===== config.mk =====
export PLATFORM = sky130hd
export DESIGN_NAME = muldiv_iter
export DESIGN_NICKNAME = d
export VERILOG_FILES = /design/src/rtl/muldiv_iter_pkg.sv /design/src/rtl/muldiv_iter_step.sv /design/src/rtl/muldiv_iter.sv
export SDC_FILE = /design/constraint.sdc
export NUM_CORES = 1
export LEC_CHECK = 0
export ABC_CLOCK_PERIOD_IN_PS = 5000
export CORE_ASPECT_RATIO = 0.7
export CORE_MARGIN = 3
export CORE_UTILIZATION = 45
export CTS_CLUSTER_SIZE = 12
export DETAILED_ROUTE_END_ITERATION = 10
export PLACE_DENSITY = 0.66
export SYNTH_ARGS = -nofsm -noshare
export SYNTH_HDL_FRONTEND = slang
export SYNTH_SLANG_ARGS = --single-unit
export TNS_END_PERCENT = 20

===== constraint.sdc =====
create_clock -name clk -period 5 [get_ports clk]
set_input_delay 0.5 -clock clk [delete_from_list [all_inputs] [get_ports clk]]
set_output_delay 0.5 -clock clk [all_outputs]
set_load 0.01 [all_outputs]

===== src/rtl/muldiv_iter_pkg.sv =====
// Shared encodings for the iterative multiply/divide unit: operation codes,
// FSM states and small op-decoding helpers.
package muldiv_iter_pkg;

    typedef enum logic [1:0] {
        MD_MULT  = 2'b00,
        MD_MULTU = 2'b01,
        MD_DIV   = 2'b10,
        MD_DIVU  = 2'b11
    } mdOp_t;

    typedef enum logic [1:0] {
        MD_IDLE,
        MD_CALC,
        MD_FIX,
        MD_DONE
    } mdState_t;

    function automatic logic isDivOp(input logic [1:0] op);
        return (op == MD_DIV) || (op == MD_DIVU);
    endfunction

    function automatic logic isSignedOp(input logic [1:0] op);
        return (op == MD_MULT) || (op == MD_DIV);
    endfunction

endpackage


===== src/rtl/muldiv_iter_step.sv =====
// One combinational iteration of the shared datapath: shift-add for multiply,
// restoring subtract/compare for divide.
module muldiv_step
    import muldiv_iter_pkg::*;
#(
    parameter int WIDTH = 32
) (
    input  logic                 isDiv,
    input  logic [2*WIDTH-1:0]   accIn,
    input  logic [WIDTH-1:0]     operand,
    output logic [2*WIDTH-1:0]   accOut,
    output logic                 qBit
);

    logic [WIDTH:0] mulSum;
    logic [WIDTH:0] shifted;
    logic [WIDTH:0] diff;
    logic           fits;
    logic           unusedDiffMsb;

    // Divide keeps {remainder, dividend/quotient} in the accumulator; the
    // quotient bit is returned separately and merged into bit 0 by the caller.
    always_comb begin
        mulSum  = {1'b0, accIn[2*WIDTH-1:WIDTH]} + {1'b0, (accIn[0] ? operand : '0)};
        shifted = {accIn[2*WIDTH-1:WIDTH], accIn[WIDTH-1]};
        diff    = shifted - {1'b0, operand};
        fits    = (shifted >= {1'b0, operand});
        if (isDiv) begin
            accOut = {(fits ? diff[WIDTH-1:0] : shifted[WIDTH-1:0]), accIn[WIDTH-2:0], 1'b0};
            qBit   = fits;
        end else begin
            accOut = {mulSum, accIn[WIDTH-1:1]};
            qBit   = 1'b0;
        end
    end

    assign unusedDiffMsb = diff[WIDTH];

endmodule


===== src/rtl/muldiv_iter.sv =====
// Iterative signed/unsigned multiply/divide unit with start/ready/annul
// handshake; returns {hi,lo} for the HI/LO path.
module muldiv_iter
    import muldiv_iter_pkg::*;
#(
    parameter int WIDTH = 32
) (
    input  logic                 clk,
    input  logic                 rst,
    input  logic [1:0]           op,
    input  logic                 start,
    input  logic                 annul,
    input  logic [WIDTH-1:0]     opdata1_i,
    input  logic [WIDTH-1:0]     opdata2_i,
    output logic                 busy,
    output logic                 ready_o,
    output logic [2*WIDTH-1:0]   result_o
);

    localparam int CNT_W = $clog2(WIDTH) + 1;

    mdState_t             state, stateNext;
    logic [CNT_W-1:0]     cnt;
    logic [2*WIDTH-1:0]   acc, stepAcc, fixed;
    logic [WIDTH-1:0]     divisor, magA, magB, quot, rem;
    logic                 isDiv, negA, negB, stepQ;
    logic                 signA, signB, accept, divByZero;

    muldiv_step #(.WIDTH(WIDTH)) uStep (
        .isDiv   (isDiv),
        .accIn   (acc),
        .operand (divisor),
        .accOut  (stepAcc),
        .qBit    (stepQ)
    );

    // Most-negative maps to itself, which is the correct unsigned magnitude.
    always_comb begin
        signA     = isSignedOp(op) & opdata1_i[WIDTH-1];
        signB     = isSignedOp(op) & opdata2_i[WIDTH-1];
        magA      = signA ? -opdata1_i : opdata1_i;
        magB      = signB ? -opdata2_i : opdata2_i;
        accept    = start & ~annul;
        divByZero = isDivOp(op) & (opdata2_i == '0);
        quot      = (negA ^ negB) ? -acc[WIDTH-1:0] : acc[WIDTH-1:0];
        rem       = negA ? -acc[2*WIDTH-1:WIDTH] : acc[2*WIDTH-1:WIDTH];
        fixed     = isDiv ? {rem, quot} : ((negA ^ negB) ? -acc : acc);
    end

    always_ff @(posedge clk) begin
        if (rst) state <= MD_IDLE;
        else     state <= stateNext;
    end

    always_comb begin
        stateNext = state;
        busy      = 1'b1;
        ready_o   = 1'b0;
        case (state)
            MD_IDLE: begin
                busy = 1'b0;
                if (accept) stateNext = divByZero ? MD_DONE : MD_CALC;
            end
            MD_CALC: begin
                if (annul)                              stateNext = MD_IDLE;
                else if (cnt == CNT_W'(WIDTH - 1))      stateNext = MD_FIX;
            end
            MD_FIX:  stateNext = annul ? MD_IDLE : MD_DONE;
            MD_DONE: begin
                ready_o   = 1'b1;
                stateNext = MD_IDLE;
            end
            default: stateNext = MD_IDLE;
        endcase
    end

    // Operands are captured only on an accepted start, so a start while busy
    // cannot disturb an operation in flight.
    always_ff @(posedge clk) begin
        if (rst) begin
            cnt      <= '0;
            acc      <= '0;
            divisor  <= '0;
            isDiv    <= 1'b0;
            negA     <= 1'b0;
            negB     <= 1'b0;
            result_o <= '0;
        end else begin
            case (state)
                MD_IDLE: begin
                    if (accept) begin
                        cnt     <= '0;
                        acc     <= {{WIDTH{1'b0}}, magA};
                        divisor <= magB;
                        isDiv   <= isDivOp(op);
                        negA    <= signA;
                        negB    <= signB;
                        if (divByZero) result_o <= {opdata1_i, {WIDTH{1'b1}}};
                    end
                end
                MD_CALC: begin
                    if (!annul) begin
                        acc <= {stepAcc[2*WIDTH-1:1], (isDiv ? stepQ : stepAcc[0])};
                        cnt <= cnt + CNT_W'(1);
                    end
                end
                MD_FIX: begin
                    if (!annul) result_o <= fixed;
                end
                default: ;
            endcase
        end
    end

endmodule


## Word-level counts from Yosys, hierarchy flattened

Index checks and enable logic that the tools add are counted.

| storage, ports and cells | value |
|---|---|
| logic and storage cells | 73 |
| bits in registers | 171 |

| cells by class | value |
|---|---|
| eq/ne operators | 11 |
| order comparisons | 1 |
| $add $sub $neg | 8 |
| reductions and logical operators | 11 |
| bitwise logic cells | 6 |
| multiplexer cells | 28 |

Operator list:

| kind | number |
|---|---|
| 64-bit 2-to-1 mux | 8 |
| 64-bit case mux with 2 select lines | 2 |
| 32-bit 2-to-1 mux | 6 |
| 32-bit negation | 4 |
| 64-bit negation | 1 |
| 32-bit by 32-bit adder with 33-bit output | 1 |
| 33-bit by 32-bit >= comparator with 1-bit output | 1 |
| 32-bit logical NOT | 1 |
| 32-bit subtractor | 1 |
| 6-bit 2-to-1 mux | 2 |
| 6-bit case mux with 2 select lines | 1 |
| 2-bit 2-to-1 mux | 5 |
| 2-bit equality test, second input constant | 4 |
| 2-bit inequality test, second input constant | 4 |
| 2-bit case mux with 4 select lines | 1 |
| 6-bit by 1-bit adder with 6-bit output, second input constant | 1 |
| 6-bit by 5-bit equality test with 1-bit output, second input constant | 1 |
| 1-bit AND | 4 |
| 2-bit logical NOT | 2 |
| 2-bit AND reduction | 2 |
| 4-bit AND reduction | 1 |
| 2-bit nonzero test | 2 |
| 1-bit 2-to-1 mux | 3 |
| 3-bit inequality test, second input constant | 1 |
| 5 further kinds | 6 |

## Depth between registers and ports, before layout

Gate-level depths: netlist of run 1.

| depth | value |
|---|---|
| depth after elaboration | 6 |
| gate-level depth with buffers | 15 |
| mapped depth without buffers | 14 |

## Modules after synthesis

Synthesis of run 1 repeated with hierarchy kept, for this count alone.

| second synthesis, totals | value |
|---|---|
| cell total of the unflattened synthesis | 1,900 |
| area, all modules | 14,371.3 um^2 |

By module, submodules not included:

| module | instances | seq. area each (um^2) | area an instance (um^2) | cells an instance |
|---|---|---|---|---|
| muldiv_iter | 1 | 3,423.3 | 9,565.4 | 1,244 |
| muldiv_step | 1 | 0.0 | 4,805.9 | 656 |

## Worst setup path before layout of run 1

OpenSTA, ideal clock, no wires.

| timing path | value |
|---|---|
| kind | flip-flop to flip-flop |
| start | register acc[0] |
| end | register acc[56] |
| library setup time | 0.122 ns |
| setup slack | 1.722 ns |
| arrival | 3.157 ns |
| required time | 4.878 ns |
| period minus slack after synthesis | 3.278 ns |
| stages on the path, launching flop included | 15 |
| cells stage by stage | dfxtp_1 -> clkinv_1 -> clkbuf_1 -> nor2_1 -> ha_1 -> clkbuf_1 -> a21o_1 -> a311o_1 -> a221oi_2 -> nand4_1 -> a221oi_1 -> o21bai_1 -> a21oi_1 -> xnor2_1 -> a221o_1 |

| between the ends | value |
|---|---|
| word-level cells in the longest chain between the ends | 5 |

RTL lines:

| element | RTL line | RTL |
|---|---|---|
| start: declaration | muldiv_iter.sv:24 | `logic [2*WIDTH-1:0] acc, stepAcc, fixed;` |
| start signal: assignment | muldiv_iter.sv:93 | `acc <= {{WIDTH{1'b0}}, magA};` |
| start signal: assignment | muldiv_iter.sv:103 | `acc <= {stepAcc[2*WIDTH-1:1], (isDiv ? stepQ : stepAcc[0])};` |
| 32-bit 2-to-1 mux | muldiv_iter_step.sv:24 | `mulSum = {1'b0, accIn[2*WIDTH-1:WIDTH]} + {1'b0, (accIn[0] ? operand : '0)};` |
| 32-bit by 32-bit adder with 33-bit output | muldiv_iter_step.sv:24 |  |
| 64-bit 2-to-1 mux | muldiv_iter_step.sv:28 | `if (isDiv) begin` |
| 64-bit 2-to-1 mux | muldiv_iter.sv:102 | `if (!annul) begin` |
| 64-bit case mux with 2 select lines | muldiv_iter.sv:89 | `case (state)` |

Every way passes these cells. The select of a mux whose other input is x is not followed.
A chain may end at the register's enable or synchronous reset.

## Final worst setup path of run 1

| timing path | value |
|---|---|
| start | register acc[0] |
| end | register acc[62] |

Same word-level chain as after synthesis.

==> results of run 1 <==
[path summary, 6_finish.rpt]
kind                                         startpoint                      end  slack (ns)  depth (start not counted)
worst min-delay path            divisor[0]$_SDFFE_PP0P_  divisor[0]$_SDFFE_PP0P_        0.49                          2
worst max register to register      acc[0]$_SDFFE_PP0P_     acc[62]$_SDFFE_PP0P_        0.65                         14
worst min register to register  divisor[0]$_SDFFE_PP0P_  divisor[0]$_SDFFE_PP0P_        0.49                          2
worst max-delay path                acc[0]$_SDFFE_PP0P_     acc[62]$_SDFFE_PP0P_        0.65                         14
[logic make-up (layout without fill, tap and decap cells)]
family / count (synthesis) / in the layout / share of synthesized area
buf+inv: 191 / 272 / 0.05363
fa+ha+maj: 71 / 71 / 0.06619
xor+xnor: 177 / 177 / 0.1136
flops: 171 / 171 / 0.2508
compound gates: 598 / 598 / 0.2924
simple gates: 573 / 573 / 0.2035
mux: 27 / 27 / 0.01989
[sequential cells by signal, indices dropped and copies added (netlist names)]
register  count
isDiv         1
divisor      32
negB          1
cnt           6
state         2
result_o     64
acc          64
negA          1
[metal layers]
layer / share of wire / up-vias / GRT usage / wire length [microns]
met2: 0.39 / 642 / 0.3935 / 18460
met3: 0.11 / 50 / 0.08172 / 5228
met1: 0.49 / 6616 / 0.4288 / 23040
li1: - / 6744 / - / -
met5: 0.0016 / - / 0.01364 / 76
met4: 0.012 / 4 / 0.06115 / 565
[layout make-up]
| cell class | instances | area share |
|---|---|---|
| multi-input cells | 1446 | 0.5976 |
| flip-flops and latches | 171 | 0.2147 |
| repair buffers | 167 | 0.09963 |
| well taps | 405 | 0.03177 |
| clock buffers | 19 | 0.02777 |
| inverters | 73 | 0.01718 |
| clock inverters | 13 | 0.01130 |
[worst max-delay path, delay by kind of cell, from the launching register on]
family,cells,cell delay [ns]
DFF,1,0.39
AOI/OAI and AO/OA,8,2.33
buffers and inverters,2,0.92
adders and majority gates,1,0.29
and+or+nand+nor,3,0.37
[cells in the mapped netlist (4+ instances only)]
cell type and number:
a2111oi_0 6, a211o_1 5, a211oi_1 128, a21o_1 42, a21oi_1 160, a221oi_1 12
a22oi_1 17, a311oi_1 7, a31oi_1 14, and2_1 30, and3_1 8, buf_1 4
buf_2 6, clkbuf_1 107, dfxtp_1 171, ha_1 69, inv_1 72, mux2i_1 26
nand2_1 101, nand2b_1 13, nand3_1 20, nand4_1 21, nor2_1 237, nor2b_1 8
nor3_1 65, nor4_1 12, nor4_2 5, o211ai_1 6, o21ai_0 98, o21ai_1 6
o21bai_1 11, o221ai_1 6, o22ai_1 4, o31a_1 4, o31ai_1 25, o41ai_1 11
o41ai_2 5, or2_2 6, or3_1 10, or4_1 11, xnor2_1 84, xor2_1 93
[where the power goes]
part           switching, mW  total, mW  internal (mW)  leakage (nW)
registers             0.0611       1.47           1.41          1.39
logic                  0.579      0.942          0.363          4.42
clock network          0.650       1.47          0.816         0.299
==> impl_metrics.py, run 1 <==
metrics = {
    "layout": {
        "multi_input_area_sq_mm": 0.009532,
        "antenna_cells": 0,
        "final-seq-area_sq_mm": 0.003425,
        "final_area_sq_mm": 0.01595,
        "layout.cells.non_filler": 2294,
        "final_cell_mix": "nor2_1 (231), dfxtp_1 (170), a21oi_1 (160)",
        "area_delta_synth_final_pct": 16.86,
        "nNetsFinal": 2017,
        "final_util": 0.5423,
        "layout.cells.most_common": "nor2_1",
        "fill_cells": 2813,
        "layout-drive-gt1-share": 0.05982,
    },
    "sta": {
        "hold_viol": 0,
        "tightest_slew_ns": 1.066,
        "setup_viol_count_final": 0,
        "fmax_ghz": 0.2298,
        "fin_worst_skew_ns": 0.009787,
        "relSlewSlack": 0.2894,
        "period_minus_slack_ns": 4.352,
        "rsz0062_at_grt": "false",
        "fin_crit_sh": 0.8704,
        "drv_slew": 0,
        "worst_slack_ns": 0.6481,
        "whs_ns": 0.4873,
        "setup_tns_ns": 0,
    },
    "die": {
        "coreArea_sq_mm": 0.02941,
        "die_w_microns": 214.2,
        "floorplan.die_area_sq_mm": 0.03249,
        "ios": 136,
        "initial_core_util": 0.4641,
        "row_count": 52,
        "die_h_microns": 151.7,
    },
    "route": {
        "wl_per_cell_microns": 20.65,
        "vias_per_cell": 6.127,
        "routed_wl_mm": 47.37,
        "ant_nets": 0,
        "drc": 0,
        "first_iter_violations": 1392,
        "drtPass1Iterations": 5,
        "vias": 14056,
    },
    "place": {
        "hpwl_mm": 35.31,
        "place.gp.congestion": 0.9751,
        "dpl_cell_area_sq_mm": 0.01533,
        "post-place-cells": 2262,
        "io_buffers": 135,
        "dpl_worst_slack_ns": 0.8541,
    },
    "global_routing": {
        "grt_pass1_wl_mm": 73.24,
        "grt_usage": 0.2841,
        "grt_pass1_vias": 12905,
        "grt_antenna_before_repair": 1,
        "grt_start_max_net_pins": 77,
        "gr-total-overflow": 0,
    },
    "yosys": {
        "syn_nets": 1949,
        "synth_area_leader_cell": "dfxtp_1",
        "syn_area_sq_mm": 0.01365,
        "synth_seq_cells": 171,
        "syn_inst": 1808,
        "synth-edff-count": 0,
        "ys_types": 84,
        "synthTopCellsByArea": "dfxtp_1 (25%), a211oi_1 (7.0%), nor2_1 (6.5%), ha_1 (6.3%), xor2_1 (6.0%)",
        "ys.flop_type": "dfxtp_1",
        "avgSynthCellArea_sq_um": 7.549,
        "synth_top_area_frac": 0.2508,
        "synth-async-reset-ratio": 0,
        "yosysSeqAreaShare": 0.2508,
        "yosys_warnings": 0,
    },
    "cts": {
        "cts_tree": "built",
        "h-tree-depth": 4,
        "cts_setup_buffers": 0,
        "clock_sinks": 171,
        "clock_latency_ns": 0.45,
        "clock_path_buffers": 2,
        "post_cts_resized": 0,
        "cts_inserted_buffers": 17,
        "ctsHoldBuffers": 0,
        "root_buffer": "clkbuf_16",
        "clk_pin_slew_ns": 0.08,
    },
    "power": {
        "peakVddDrop_mv": 0.2238,
        "powerDensity_mw_per_mm2": 243.4,
        "leakage_nw": 6.112,
        "finalPower_mw": 3.883,
    },
    "flow_run": {
        "cap_violations": 0,
    },
    "worst_setup_path": {
        "crit_slowest_cell": "a221oi_1",
        "cp.arrival_ns": 4.75,
        "path_cells": "clkinv_1 -> buf_4 -> nor2_1 -> ha_1 -> a21oi_1 -> o211ai_1 -> a31oi_1 -> nand4_1 -> a221oi_1 -> o31ai_1 -> a21oi_1 -> nor3_1 -> o2bb2ai_1 -> o311a_1",
        "crit_path_max_fanout": 15,
        "critPathMaxStageDelay_ns": 0.76,
        "crit_required_ns": 5.40,
        "cpMostUsedCell": "a21oi_1",
        "start_kind": "flip-flop",
        "crit_type": "reg -> reg",
        "worstSetupEndpointType": "flip-flop",
    },
    "status": {
        "status": "completed",
    },
    "worst_hold_path": {
        "hp-class": "reg -> reg",
    },
}
Power figures use the tool's default switching activity.
==> inputs of run 2 (changes only) <==
--- a/config.mk
+++ b/config.mk
@@ -7,11 +7,10 @@
 export LEC_CHECK = 0
 export ABC_CLOCK_PERIOD_IN_PS = 5000
 export CORE_ASPECT_RATIO = 0.7
-export CORE_MARGIN = 3
-export CORE_UTILIZATION = 45
+export CORE_UTILIZATION = 50
 export CTS_CLUSTER_SIZE = 12
 export DETAILED_ROUTE_END_ITERATION = 10
-export PLACE_DENSITY = 0.66
+export PLACE_DENSITY = 0.72
 export SYNTH_ARGS = -nofsm -noshare
 export SYNTH_HDL_FRONTEND = slang
 export SYNTH_SLANG_ARGS = --single-unit
==> run 2 against run 1 <==
Effect of this change:
- worst hold slack improved by 0.0053 ns
- count of clock-buffer cells in the layout did not move
- core utilization up 5.0 points
- global-route usage up 4.5 points
- combinational power up 0.5%
- critical path type unchanged
==> impl_metrics.py, run 2 (synthesis gave the netlist of run 1 again) <==
metrics = {
    "status": {
        "status": "completed",
    },
    "global_routing": {
        "grt_pass1_wl_mm": 72.13,
        "grt_pass1_vias": 12778,
        "grt_start_max_net_pins": 77,
        "grt_antenna_before_repair": 0,
        "grt_usage": 0.3296,
        "gr-total-overflow": 0,
    },
    "worst_setup_path": {
        "worstSetupEndpointType": "flip-flop",
        "crit_required_ns": 5.40,
        "critPathMaxStageDelay_ns": 0.58,
        "cp.arrival_ns": 4.66,
        "path_cells": "clkinv_1 -> buf_4 -> nor2_1 -> ha_1 -> a21o_1 -> a311o_1 -> a221oi_2 -> nand4_1 -> a221oi_1 -> o31ai_1 -> a21oi_1 -> nor3_1 -> o2bb2ai_1 -> o311a_1",
        "rrSetupSlack_ns": 0.74,
        "start_kind": "flip-flop",
        "worst_r2r_path_depth": 14,
        "crit_type": "reg -> reg",
        "crit_path_max_fanout": 15,
        "crit_slowest_cell": "a221oi_1",
    },
    "die": {
        "initial_core_util": 0.5097,
        "floorplan.die_area_sq_mm": 0.02797,
        "coreArea_sq_mm": 0.02678,
        "ios": 136,
        "die_h_microns": 140.2,
        "die_w_microns": 199.5,
        "row_count": 50,
    },
    "sta": {
        "worst_slack_ns": 0.7426,
        "drv_slew": 0,
        "rsz0062_at_grt": "false",
        "fin_worst_skew_ns": 0.01642,
        "fmax_ghz": 0.2349,
        "hold_viol": 0,
        "fin_crit_sh": 0.8515,
        "setup_viol_count_final": 0,
        "relSlewSlack": 0.2580,
        "setup_tns_ns": 0,
        "tightest_slew_ns": 1.112,
        "period_minus_slack_ns": 4.257,
    },
    "power": {
        "p_sw_frac": 0.3299,
        "seqPwrFrac": 0.382,
        "powerDensity_mw_per_mm2": 244.0,
        "peakVddDrop_mv": 0.2160,
        "p_switching_mw": 1.277,
        "p_comb_frac": 0.245,
        "finalPower_mw": 3.872,
        "leakage_nw": 6.071,
        "internal-power_mw": 2.595,
        "p_clk_frac": 0.374,
    },
    "cts": {
        "ctsHoldBuffers": 0,
        "cts_tree": "built",
        "clk_pin_slew_ns": 0.07,
        "post_cts_resized": 0,
        "h-tree-depth": 4,
        "clock_latency_ns": 0.46,
        "clock_sinks": 171,
        "cts_setup_buffers": 0,
        "root_buffer": "clkbuf_16",
        "cts_inserted_buffers": 17,
        "clock_path_buffers": 2,
    },
    "layout": {
        "nNetsFinal": 2011,
        "final_cell_mix": "nor2_1 (231), dfxtp_1 (170), a21oi_1 (160)",
        "antenna_cells": 0,
        "area_delta_synth_final_pct": 16.25,
        "layout.cells.most_common": "nor2_1",
        "largestRegisters": "acc: 64 flops, result_o: 64 flops, divisor: 32 flops",
        "layout-drive-gt1-share": 0.05739,
        "fill_cells": 2510,
    },
    "route": {
        "first_iter_violations": 1393,
        "drc": 0,
        "wl_per_cell_microns": 20.43,
        "routed_wl_mm": 45.89,
        "ant_nets": 0,
        "drtPass1Iterations": 5,
        "vias": 14283,
        "vias_per_cell": 6.359,
    },
    "place": {
        "place.gp.congestion": 0.9977,
        "dpl_worst_slack_ns": 0.9007,
        "io_buffers": 135,
        "hpwl_mm": 34.27,
    },
    "worst_hold_path": {
        "hold_path_depth": 2,
        "hp-class": "reg -> reg",
    },
    "flow_run": {
        "cap_violations": 0,
    },
}
[run 2: cell types whose count changed in the layout (fill, tap and decap cells not counted), moves of 2 or more]
cell / change
clkinvlp_4: +2
buf_4: -7
inv_8: -2
inv_6: -2
[run 2: per-layer routing]
layer,global-route usage,wire [microns]
met5,0,0
met1,0.5092,21460
met3,0.1021,5958
met4,0.06830,625
met2,0.4354,17850
[run 2: through the flow]
| step | area (sq um) | hold slack, ns | utilization | instances |
|---|---|---|---|---|
| final | 15870 | 0.4925 | 0.5926 | 2246 |
| after global routing | 15870 | 0.5164 | 0.5926 | 2246 |
| after CTS | 15870 | 0.4914 | 0.5926 | 2246 |
| after detailed placement | 15250 | 0.4787 | 0.5695 | 2215 |
| after global placement | 15250 | 0.4675 | 0.5695 | 2215 |
| after floorplan | 13650 | 0.4484 | - | 1808 |
[run 2: worst max-delay path: cells and delay by family, from the launching register on]
| kind | cells | cell delay, ns |
|---|---|---|
| compound gates | 8 | 2.20 |
| fa+ha+maj | 1 | 0.33 |
| buf+inv | 2 | 0.88 |
| flops | 1 | 0.40 |
| simple gates | 3 | 0.40 |
[run 2: area by class of cell]
type | instances | area [sq um] | area share
clock inverter | 12 | 163.9 | 0.01033
tap | 364 | 455.4 | 0.02870
sequential | 171 | 3425 | 0.2158
timing repair buffer | 161 | 1556 | 0.09810
clock buffer | 19 | 452.9 | 0.02855
inverter | 73 | 274.0 | 0.01727
multi-input combinational | 1446 | 9539 | 0.6012
[run 2: path summary, 6_finish.rpt]
check,start,to
max,acc[0]$_SDFFE_PP0P_,acc[62]$_SDFFE_PP0P_
max reg2reg,acc[0]$_SDFFE_PP0P_,acc[62]$_SDFFE_PP0P_
min,divisor[31]$_SDFFE_PP0P_,divisor[31]$_SDFFE_PP0P_
min reg2reg,divisor[31]$_SDFFE_PP0P_,divisor[31]$_SDFFE_PP0P_
[run 2: power groups by stage]
stage                     Sequential, mW  Combinational [mW]  Clock, mW
after floorplan                     1.48               0.623          0
after global placement              1.50               0.902          0
after detailed placement            1.51               0.912          0
after CTS                           1.48               0.919       1.45
after global routing                1.49                1.02       1.51
final                               1.48               0.947       1.45
